==> src/rtl/lsu_mem_port.sv <==
// Load/store unit: one data-memory access per core request over a
// valid/ready memory port, with byte/half/word lane steering, load
// extension and a response timeout.
// Optional build macro: LSU_MISALIGN_CHECK_EN (misaligned half/word accesses
// answer with an error and never reach memory).
module lsu_mem_port #(
  parameter int unsigned ADDR_W      = 32,
  parameter int unsigned TIMEOUT_CYC = 255,
  parameter int unsigned CNT_W       = 8
) (
  input  logic              clk,
  input  logic              rst_n,
  input  logic              req_valid,
  output logic              req_ready,
  input  logic              req_store,
  input  logic [2:0]        req_funct3,
  input  logic [ADDR_W-1:0] req_addr,
  input  logic [31:0]       req_wdata,
  output logic              resp_valid,
  input  logic              resp_ready,
  output logic [31:0]       resp_rdata,
  output logic              resp_err,
  output logic              mem_req_valid,
  input  logic              mem_req_ready,
  output logic [ADDR_W-1:0] mem_addr,
  output logic              mem_we,
  output logic [3:0]        mem_wmask,
  output logic [31:0]       mem_wdata,
  input  logic              mem_resp_valid,
  input  logic [31:0]       mem_rdata
);

  typedef enum logic [1:0] {S_IDLE, S_REQ, S_WAIT, S_RESP} state_t;

  localparam bit               TO_EN   = (TIMEOUT_CYC != 0);
  localparam logic [CNT_W-1:0] TO_LAST = CNT_W'(TIMEOUT_CYC - 1);

  state_t            state_q, state_d;
  logic              store_q, store_d;
  logic [2:0]        funct3_q, funct3_d;
  logic [ADDR_W-1:0] addr_q, addr_d;
  logic [31:0]       wdata_q, wdata_d;
  logic [CNT_W-1:0]  cnt_q, cnt_d;
  logic [31:0]       rdata_q, rdata_d;
  logic              err_q, err_d;

  logic              req_legal;
  logic [1:0]        ld_off;
  logic [31:0]       shifted;
  logic [31:0]       load_ext;
  logic [3:0]        st_mask;
  logic [31:0]       st_data;

  // Classify the incoming request: size/sign code and, optionally, alignment.
  always_comb begin
    req_legal = 1'b0;
    if (req_store) begin
      req_legal = (req_funct3 == 3'b000) || (req_funct3 == 3'b001) ||
                  (req_funct3 == 3'b010);
    end else begin
      req_legal = (req_funct3 == 3'b000) || (req_funct3 == 3'b001) ||
                  (req_funct3 == 3'b010) || (req_funct3 == 3'b100) ||
                  (req_funct3 == 3'b101);
    end
`ifdef LSU_MISALIGN_CHECK_EN
    if ((req_funct3[1:0] == 2'b01) && req_addr[0])
      req_legal = 1'b0;
    if ((req_funct3[1:0] == 2'b10) && (req_addr[1:0] != 2'b00))
      req_legal = 1'b0;
`endif
  end

  // Load extraction and store lane steering from the latched request.
  always_comb begin
    ld_off   = 2'b00;
    st_mask  = 4'b0000;
    st_data  = wdata_q;
    load_ext = '0;
    case (funct3_q[1:0])
      2'b00: begin
        ld_off  = addr_q[1:0];
        st_mask = 4'b0001 << addr_q[1:0];
        st_data = {4{wdata_q[7:0]}};
      end
      2'b01: begin
        ld_off  = {addr_q[1], 1'b0};
        st_mask = 4'b0011 << {addr_q[1], 1'b0};
        st_data = {2{wdata_q[15:0]}};
      end
      default: begin
        ld_off  = 2'b00;
        st_mask = 4'b1111;
        st_data = wdata_q;
      end
    endcase
    shifted = mem_rdata >> {ld_off, 3'b000};
    case (funct3_q)
      3'b000:  load_ext = {{24{shifted[7]}}, shifted[7:0]};
      3'b100:  load_ext = {24'h0, shifted[7:0]};
      3'b001:  load_ext = {{16{shifted[15]}}, shifted[15:0]};
      3'b101:  load_ext = {16'h0, shifted[15:0]};
      default: load_ext = shifted;
    endcase
  end

  // Next-state logic for the request/response sequencer.
  always_comb begin
    state_d  = state_q;
    store_d  = store_q;
    funct3_d = funct3_q;
    addr_d   = addr_q;
    wdata_d  = wdata_q;
    cnt_d    = cnt_q;
    rdata_d  = rdata_q;
    err_d    = err_q;
    case (state_q)
      S_IDLE: begin
        if (req_valid) begin
          store_d  = req_store;
          funct3_d = req_funct3;
          addr_d   = req_addr;
          wdata_d  = req_wdata;
          if (req_legal) begin
            state_d = S_REQ;
          end else begin
            state_d = S_RESP;
            err_d   = 1'b1;
            rdata_d = '0;
          end
        end
      end
      S_REQ: begin
        if (mem_req_ready) begin
          state_d = S_WAIT;
          cnt_d   = '0;
        end
      end
      S_WAIT: begin
        cnt_d = cnt_q + CNT_W'(1);
        if (mem_resp_valid) begin
          state_d = S_RESP;
          err_d   = 1'b0;
          rdata_d = store_q ? '0 : load_ext;
        end else if (TO_EN && (cnt_q == TO_LAST)) begin
          state_d = S_RESP;
          err_d   = 1'b1;
          rdata_d = '0;
        end
      end
      S_RESP: begin
        if (resp_ready)
          state_d = S_IDLE;
      end
      default: state_d = S_IDLE;
    endcase
  end

  // State and latched-request registers; reset abandons any transaction.
  always_ff @(posedge clk or negedge rst_n) begin
    if (!rst_n) begin
      state_q  <= S_IDLE;
      store_q  <= 1'b0;
      funct3_q <= '0;
      addr_q   <= '0;
      wdata_q  <= '0;
      cnt_q    <= '0;
      rdata_q  <= '0;
      err_q    <= 1'b0;
    end else begin
      state_q  <= state_d;
      store_q  <= store_d;
      funct3_q <= funct3_d;
      addr_q   <= addr_d;
      wdata_q  <= wdata_d;
      cnt_q    <= cnt_d;
      rdata_q  <= rdata_d;
      err_q    <= err_d;
    end
  end

  assign req_ready     = (state_q == S_IDLE);
  assign mem_req_valid = (state_q == S_REQ);
  assign mem_addr      = {addr_q[ADDR_W-1:2], 2'b00};
  assign mem_we        = mem_req_valid && store_q;
  assign mem_wmask     = mem_we ? st_mask : 4'b0000;
  assign mem_wdata     = mem_we ? st_data : '0;
  assign resp_valid    = (state_q == S_RESP);
  assign resp_rdata    = resp_valid ? rdata_q : '0;
  assign resp_err      = resp_valid && err_q;

endmodule

==> config.mk <==
export PLATFORM = sky130hd
export DESIGN_NAME = lsu_mem_port
export DESIGN_NICKNAME = d
export VERILOG_FILES = /design/src/rtl/lsu_mem_port.sv
export SDC_FILE = /design/constraint.sdc
export NUM_CORES = 1
export LEC_CHECK = 0
export ABC_AREA = 1
export CORE_MARGIN = 2
export CORE_UTILIZATION = 46
export DETAILED_ROUTE_END_ITERATION = 7
export GPL_ROUTABILITY_DRIVEN = 1
export GPL_TIMING_DRIVEN = 0
export PLACE_DENSITY = 0.93
export SLEW_MARGIN = 20
export SYNTH_ARGS = -nofsm -noshare
export SYNTH_HDL_FRONTEND = slang
export SYNTH_SLANG_ARGS = --single-unit
==> constraint.sdc <==
create_clock -name clk -period 2.5 [get_ports clk]
set_clock_uncertainty 0.15 [all_clocks]
set_input_delay 0.5 -clock clk [delete_from_list [all_inputs] [get_ports clk]]
set_output_delay 0.5 -clock clk [all_outputs]
set_load 0.005 [all_outputs]
==> results of run 1 <==
[kinds of logic after synthesis]
group	share of synthesized area, %
fa+ha+maj	1.250
simple gates	22.61
flops	46.27
buf+inv	11.53
mux	10.50
compound gates	7.774
other cells	0.06247
[state kept, by name, summed over array words and instances, names as in the netlist]
signal and count:
state_q 2, rdata_q 32, err_q 1, wdata_q 32, addr_q 32, cnt_q 8, store_q 1, funct3_q 3
[path summary, 6_finish.rpt]
check	end	slack, ps	cells past startpoint
max	mem_wdata[11]	20	5
min	cnt_q[7]	-20	1
max reg2reg	wdata_q[9]	160	5
min reg2reg	rdata_q[26]	330	2
max in group asynchronous	funct3_q[1]	1560	2
min in group clk	rdata_q[26]	330	2
[per-layer routing]
metal,share of wire [%],track usage (%),wire length [um],vias up
met5,0,0,0,-
met4,3.5,13.03,659,0
met3,9.7,8.591,1856,54
met2,50,45.27,9473,281
met1,37,31.14,7074,2790
li1,-,-,-,2735
[layout make-up]
class / count / area [um^2]
multi-input combinational: 476 / 2609
clock buffer: 12 / 246.5
inverter: 78 / 307.8
clock inverter: 4 / 52.55
buffer: 59 / 456.7
timing repair buffer: 229 / 2346
sequential: 111 / 2781
fill: 938 / 3656
tap: 172 / 215.2
[worst max-delay path, stage by stage (launching register included)]
cell	delay, ps
dfrtp_2	470
nor2_4	190
inv_4	130
o21ai_1	280
nor2_2	110
dlygate4sd2_1	290
[power groups by stage]
stage                     registers, mW  logic (mW)  clock network [mW]
after floorplan                    2.90        2.86                   0
after global placement             3.02        4.53                   0
after detailed placement           3.06        4.68                   0
after CTS                          3.06        4.87                1.49
after global routing               3.19        5.56                1.58
final                              3.10        5.11                1.48
[synthesized netlist by cell type, drive strengths merged]
cell type | count | area share [%]
o22ai | 9 | 0.94
nor3 | 8 | 0.67
buf | 46 | 5.5
ha | 6 | 1.3
nand4 | 2 | 0.46
a21boi | 1 | 0.13
a31oi | 3 | 0.31
nor2 | 96 | 6.3
a21oi | 22 | 1.8
o2111ai | 1 | 0.15
nand2 | 195 | 12
nand3 | 19 | 2.5
inv | 78 | 4.9
and2 | 1 | 0.10
clkbuf | 18 | 1.1
mux2 | 56 | 11
dfrtp | 111 | 46
nor3b | 1 | 0.13
conb | 1 | 0.062
o21ai | 53 | 4.4
or2 | 1 | 0.10
[through the flow]
stage               instances  total power, mW  TNS (ps)
detailed placement       1110            7.741    -14100
global route             1141            10.32    -155.2
finish                   1141            9.690         0
floorplan                 729            5.762         0
CTS                      1129            9.422    -167.1
global placement         1109            7.553   -406200
[timing repair]
action                     CTS  global route
gates cloned                 0             2
resized for setup           82            72
setup endpoints to repair   70            58
pin swaps                    5             1
buffers inserted             8            10
hold buffers                 0             0
==> results.json, run 1 <==
{
  "leakagePower_nw": 5.221,
  "die_area_mm2": 0.01398,
  "p_comb_share_pct": 52.8,
  "grt_usage_pct": 26.98,
  "crit_path_start": "funct3_q[1]",
  "areaGrowthSynthToFinish_pct": 50.17,
  "crit_type": "reg -> out",
  "drt-initial-drc-count": 399,
  "drtPass1Iterations": 6,
  "worstPathRequired_ps": 1850,
  "worstPathMaxFanout": 18,
  "synth_seq_area_share_pct": 46.27,
  "reg2reg_from": "state_q[0]",
  "yosysUniqueCellTypes": 32,
  "num_antenna_cells": 0,
  "row_count": 41,
  "drive_above_1_share_pct": 18.47,
  "tightestPinTransition_ps": 668.8,
  "vias": 5860,
  "hold_violations": 10,
  "antenna_found_initial": 0,
  "wire_per_inst_um": 16.71,
  "numCtsBuffers": 9,
  "clock_latency_ps": 350,
  "core_area_mm2": 0.01267,
  "antenna_left": 0,
  "mostFrequentLayoutCell": "nand2_1",
  "die_x_um": 118.2,
  "min_period_over_period_pct": 99.24,
  "initial_core_util_pct": 47.38,
  "clk_pin_slew_ps": 70,
  "fmax_mhz": 403.0,
  "nets": 1076,
  "seq_power_share_pct": 32.0,
  "io_pins": 211,
  "hp-class": "in -> async",
  "grt_max_degree": 65,
  "dp_hpwl_um": 13950,
  "cts.sinks": 111,
  "drv_cap": 0,
  "netlist_area_mm2": 0.006003,
  "startpoint_type": "flip-flop",
  "synthCells": 728,
  "grt_pass1_wl_um": 29800,
  "pre_cts_ws_ps": -547.1,
  "intPower_mw": 5.967,
  "final_cell_mix": "nand2_1, clkdlybuf4s50_1, dfrtp_1",
  "place_congestion": 0.9407,
  "setup_violations": 0,
  "io_buffers": 208,
  "irDropWorstVdd_v": 0.0006427,
  "ys_warn_count": 0,
  "period_needed_ps": 2481,
  "htree_num_levels": 3,
  "dpl_cell_area_mm2": 0.008333,
  "switching_share_pct": 38.42,
  "grt_overflow": 0,
  "cts_buffer_depth": 2,
  "end_kind": "output port",
  "final_core_util_pct": 71.15,
  "drc_errors": 0,
  "hold-worst-slack_ps": -24.66,
  "slew_viol_final": 0,
  "status": "finished, violations left",
  "ys_ff_latch": 111,
  "cts_tree": "done",
  "violations": "hold timing",
  "totalWireLength_um": 19060,
  "syn_area_per_cell_um2": 8.246,
  "viasPerCell": 5.136,
  "grt_setup_unrepaired": "yes",
  "stdcell_area_mm2": 0.009015,
  "root_buffer": "clkbuf_16",
  "p_per_area_mw_per_mm2": 1075,
  "power_frac_clock_pct": 15.3,
  "worst_slack_ps": 18.88,
  "switchingPower_mw": 3.723,
  "arrival_ps": 1830,
  "first_global_vias": 5946,
  "die_h_um": 118.2,
  "max_slew_margin_pct": 55.42
}
No activity file was read; power rests on OpenSTA's default activity.
==> inputs of run 2 (changes only) <==
--- a/config.mk
+++ b/config.mk
@@ -7,11 +7,11 @@
 export LEC_CHECK = 0
 export ABC_AREA = 1
 export CORE_MARGIN = 2
-export CORE_UTILIZATION = 46
+export CORE_UTILIZATION = 41
 export DETAILED_ROUTE_END_ITERATION = 7
 export GPL_ROUTABILITY_DRIVEN = 1
 export GPL_TIMING_DRIVEN = 0
-export PLACE_DENSITY = 0.93
+export PLACE_DENSITY = 0.89
 export SLEW_MARGIN = 20
 export SYNTH_ARGS = -nofsm -noshare
 export SYNTH_HDL_FRONTEND = slang
==> constraint.sdc (replaced) <==
create_clock -name clk -period 2.2 [get_ports clk]
set_clock_uncertainty 0.15 [all_clocks]
set_input_delay 0.44 -clock clk [delete_from_list [all_inputs] [get_ports clk]]
set_output_delay 0.44 -clock clk [all_outputs]
set_load 0.005 [all_outputs]
==> run 2 against run 1 <==
The flow finishes with violations (setup timing). Clock power grew 14%. Critical path depth up 3. Worst setup slack worse by 130 ps. Combinational power increased by 26%. First-iteration DRC count grew 4.8%. Global-route usage shrank 2.5 points. Count of clock-buffer cells in the layout fell by 2. Die area grew 12%. Critical path type unchanged. Largest power group unchanged. Highest routed layer unchanged.
==> results.json, run 2 (synthesis gave the netlist of run 1 again) <==
{
  "dpl_cell_area_mm2": 0.008348,
  "worstPathMaxFanout": 5,
  "grt_pass1_wl_um": 30280,
  "clock_latency_ps": 360,
  "viasPerCell": 5.081,
  "nets": 1097,
  "drive_above_1_share_pct": 34.85,
  "setup_violations": 50,
  "numCtsBuffers": 9,
  "hp-class": "reg -> reg",
  "met2_usage_pct": 42.52,
  "slew_viol_final": 0,
  "drtPass1Iterations": 5,
  "hold_violations": 0,
  "totalWireLength_um": 19440,
  "leakagePower_nw": 4.803,
  "drt-initial-drc-count": 418,
  "arrival_ps": 1720,
  "p_per_area_mw_per_mm2": 1265,
  "worstPathRequired_ps": 1610,
  "initial_core_util_pct": 41.62,
  "antenna_found_initial": 0,
  "die_area_mm2": 0.01563,
  "grt_overflow": 0,
  "grt_usage_pct": 24.45,
  "cts_buffer_depth": 2,
  "dp_hpwl_um": 13710,
  "fillCellCount": 1156,
  "end_kind": "output port",
  "power_mw": 11.69,
  "cts.sinks": 111,
  "instances_no_fill": 1174,
  "num_antenna_cells": 0,
  "areaGrowthSynthToFinish_pct": 53.94,
  "worst_slack_ps": -112.7,
  "root_buffer": "clkbuf_16",
  "io_buffers": 208,
  "htree_num_levels": 3,
  "grt_setup_unrepaired": "yes",
  "placed_cells": 1122,
  "period_needed_ps": 2313,
  "drv_cap": 0,
  "row_count": 44,
  "crit_type": "reg -> out",
  "vias": 5965,
  "final_cell_mix": "nand2_1, clkdlybuf4s50_1, dfrtp_1",
  "mostFrequentLayoutCell": "nand2_1",
  "violations": "setup timing",
  "io_pins": 211,
  "min_period_over_period_pct": 105.1,
  "use_met1_pct": 28.30,
  "irDropWorstVdd_v": 0.0006925,
  "reg_top3": "addr_q: 32 flops, rdata_q: 32 flops, wdata_q: 32 flops",
  "antenna_left": 0,
  "grt_max_degree": 68,
  "final.setup.tns_ps": -2826,
  "wire_per_inst_um": 16.56,
  "grt.busiest_layer": "met2",
  "place_congestion": 0.8979,
  "met3_usage_pct": 6.590,
  "cts_tree": "done",
  "clk_pin_slew_ps": 80,
  "status": "finished, violations left",
  "die_x_um": 125.0,
  "stdcell_area_mm2": 0.009241,
  "first_global_vias": 5949,
  "core_area_mm2": 0.01442,
  "drc_errors": 0,
  "fmax_mhz": 432.4,
  "startpoint_type": "flip-flop",
  "die_h_um": 125.0
}
==> run 2: layout make-up <==
| class | instances | area [um^2] | area share (%) |
|---|---|---|---|
| repair buffers | 251 | 2205 | 23.86 |
| well taps | 184 | 230.2 | 2.491 |
| clock inverters | 6 | 71.32 | 0.7717 |
| inverters | 78 | 320.3 | 3.466 |
| flip-flops and latches | 111 | 2783 | 30.11 |
| multi-input cells | 476 | 2930 | 31.71 |
| clock buffers | 10 | 229.0 | 2.478 |
| plain buffers | 58 | 473.0 | 5.118 |
==> run 2: what timing repair did <==
action / CTS / global route
gates cloned: 4 / 0
hold buffers: 1 / 0
pin swaps: 15 / 12
gates resized for setup: 426 / 73
endpoints found under the hold margin: 44 / 0
endpoints found under the setup margin: 118 / 101
buffers inserted: 26 / 14
==> run 2: through the flow <==
stage / utilization (%) / hold slack, ps / setup WS, ps
after floorplan: - / -5.591 / 188.1
after global placement: 57.68 / 313.6 / -3774
after detailed placement: 57.88 / 247.4 / -828.1
after CTS: 62.59 / 340.8 / -141.3
after global routing: 64.07 / 366.8 / -152.3
final: 64.07 / 336.2 / -112.7
==> run 2: final timing paths <==
check,start,to,slack [ps],cells past startpoint
min reg2reg,rdata_q[31],rdata_q[31],340,2
max,state_q[1],mem_wdata[16],-110,8
max reg2reg,state_q[1],wdata_q[6],20,8
max in group asynchronous,rst_n,funct3_q[1],780,3
min in group asynchronous,rst_n,err_q,430,2
min,rdata_q[31],rdata_q[31],340,2
==> run 2: report_power, final <==
group	total, mW	internal (mW)	leakage, nW	switching [mW]
logic	6.44	3.26	3.29	3.18
clock network	1.68	0.891	0.139	0.787
registers	3.57	2.90	1.38	0.669
==> run 2: metal layers <==
layer | up-vias | share of wire (%) | routed length (um)
met4 | 0 | 2.9 | 569
met5 | - | 0 | 0
met3 | 44 | 8.8 | 1716
met2 | 297 | 50 | 9793
li1 | 2777 | - | -
met1 | 2847 | 38 | 7360
==> run 2: worst max-delay path, stage by stage, from the launching register on <==
cell     delay, ps
dfrtp_1        430
inv_2          100
ha_4           170
nand2_8         90
inv_8           90
buf_6          120
o21ai_2         70
a21oi_2        150
buf_2          130
==> inputs of run 3 (changes only) <==
--- a/config.mk
+++ b/config.mk
@@ -6,7 +6,7 @@
 export NUM_CORES = 1
 export LEC_CHECK = 0
 export ABC_AREA = 1
-export CORE_MARGIN = 2
+export CORE_MARGIN = 1
 export CORE_UTILIZATION = 41
 export DETAILED_ROUTE_END_ITERATION = 7
 export GPL_ROUTABILITY_DRIVEN = 1
==> run 3 against run 2 <==
Sequential share of layout area down 0.42 points. Clock power rose by 5%. Worst setup slack worse by 24 ps. The run still ends with setup timing left. Sequential power hardly changed. First-iteration DRC count shrank 23%. Largest power group unchanged. Total power grew 2.7%. Register-to-register slack gained 50 ps. Maximum frequency is 1.0% lower. Final area grew 1.4%. Largest cell class unchanged. Global-route usage grew 2.0 points. Hold slack better by 7.9 ps.
==> results.json, run 3 (synthesis gave the netlist of run 1 again) <==
{
  "status": "finished, violations left",
  "violations": "setup timing",
  "place_congestion": 0.8923,
  "startpoint_type": "flip-flop",
  "drive_above_1_share_pct": 35.04,
  "vias": 5899,
  "end_kind": "output port",
  "final.setup.tns_ps": -2855,
  "fillCellCount": 1113,
  "min_period_over_period_pct": 106.2,
  "grt_usage_pct": 26.49,
  "arrival_ps": 1750,
  "io_buffers": 208,
  "leakagePower_nw": 4.883,
  "wire_per_inst_um": 16.94,
  "drc_errors": 0,
  "dp_hpwl_um": 13780,
  "grt_max_degree": 65,
  "nets": 1103,
  "worst_slack_ps": -136.5,
  "period_needed_ps": 2337,
  "root_buffer": "clkbuf_16",
  "cts.sinks": 111,
  "clock_latency_ps": 360,
  "row_count": 43,
  "tightestPinTransition_ps": 534.6,
  "rr_worst_depth": 10,
  "irDropWorstVdd_v": 0.0008217,
  "drv_cap": 0,
  "register_area_mm2": 0.002784,
  "worst-r2r-setup-slack_ps": 70,
  "drtPass1Iterations": 5,
  "grt_pass1_wl_um": 30280,
  "die_area_mm2": 0.01513,
  "grt_overflow": 0,
  "pre_cts_ws_ps": -855.7,
  "power_mw": 12.01,
  "io_pins": 211,
  "antenna_found_initial": 0,
  "slew_viol_final": 0,
  "numCtsBuffers": 9,
  "htree_num_levels": 3,
  "antenna_left": 0,
  "first_global_vias": 6120,
  "holdPathStages": 2,
  "p_per_area_mw_per_mm2": 1281,
  "worstPathMaxFanout": 5,
  "hp-class": "reg -> reg",
  "fmax_mhz": 428.0,
  "final_cell_mix": "nand2_1, clkdlybuf4s50_1, dfrtp_1",
  "die_h_um": 123.0,
  "hold-worst-slack_ps": 344.1,
  "worstPathRequired_ps": 1610,
  "reg_top3": "addr_q: 32 flops, rdata_q: 32 flops, wdata_q: 32 flops",
  "areaGrowthSynthToFinish_pct": 56.17,
  "reg2reg_from": "state_q[0]",
  "core_area_mm2": 0.01410,
  "initial_core_util_pct": 42.59,
  "worstReg2RegEnd": "rdata_q[13]",
  "setup_violations": 46,
  "cts_tree": "done",
  "mostFrequentLayoutCell": "nand2_1",
  "clk_pin_slew_ps": 70,
  "grt_setup_unrepaired": "yes",
  "totalWireLength_um": 19920,
  "max_slew_margin_pct": 64.36,
  "num_antenna_cells": 0,
  "viasPerCell": 5.016,
  "cts_buffer_depth": 2,
  "hold_violations": 0,
  "holdCritStartpoint": "rdata_q[27]",
  "drt-initial-drc-count": 321,
  "die_x_um": 123.0,
  "multi_input_area_mm2": 0.002922,
  "hold_end": "rdata_q[27]",
  "crit_type": "reg -> out"
}
-- run 3: timing repair --
item | CTS | global route
buffers inserted | 30 | 13
setup endpoints to repair | 128 | 105
endpoints found under the hold margin | 47 | 0
gates resized for setup | 388 | 108
pin swaps | 21 | 12
hold buffers | 1 | 0
cloned | 5 | 0
-- run 3: final cells by class --
class	instances	area share, %
inverter	78	3.497
buffer	59	5.232
sequential	111	29.69
clock buffer	11	2.696
timing repair buffer	256	24.66
tap	180	2.402
clock inverter	5	0.6539
multi-input combinational	476	31.16
-- run 3: worst max path at each step --
stage               depth (start not counted)       endpoint       start  slack [ps]
floorplan                                   7  mem_wdata[30]  state_q[1]         190
global placement                            1     addr_q[17]       rst_n       -3730
detailed placement                          8  mem_wdata[30]  state_q[1]        -860
CTS                                         8  mem_wdata[14]  state_q[1]        -130
global route                                7  mem_wdata[31]  state_q[1]        -190
finish                                      9  mem_wdata[27]  state_q[1]        -140
-- run 3: metal layers --
metal	global-route usage [%]	vias up	routed length [um]
met3	7.103	46	1677
met4	11.37	0	672
met5	0	-	0
li1	-	2781	-
met2	47.47	259	10070
met1	29.47	2813	7503
-- run 3: where the power goes --
group	internal, mW	leakage (nW)	switching (mW)
combinational	3.40	3.35	3.27
clock	0.958	0.157	0.800
sequential	2.90	1.38	0.671
total	7.26	4.88	4.74
-- run 3: metrics by stage --
stage | std cells | utilization, % | instance area [um^2]
2_1_floorplan | 729 | - | 6007
3_3_place_gp | 1117 | 58.98 | 8314
3_5_place_dp | 1118 | 59.19 | 8343
4_1_cts | 1167 | 64.67 | 9116
5_1_grt | 1176 | 66.51 | 9375
6_report | 1176 | 66.51 | 9375
-- run 3: worst max-delay path, stage by stage (launching register included) --
cell      delay [ps]
dfrtp_2          430
inv_2             90
ha_4             170
nand2_8           80
clkinv_8          90
buf_6            100
buf_6            100
o21ai_4           70
nor2_2           130
buf_2            130
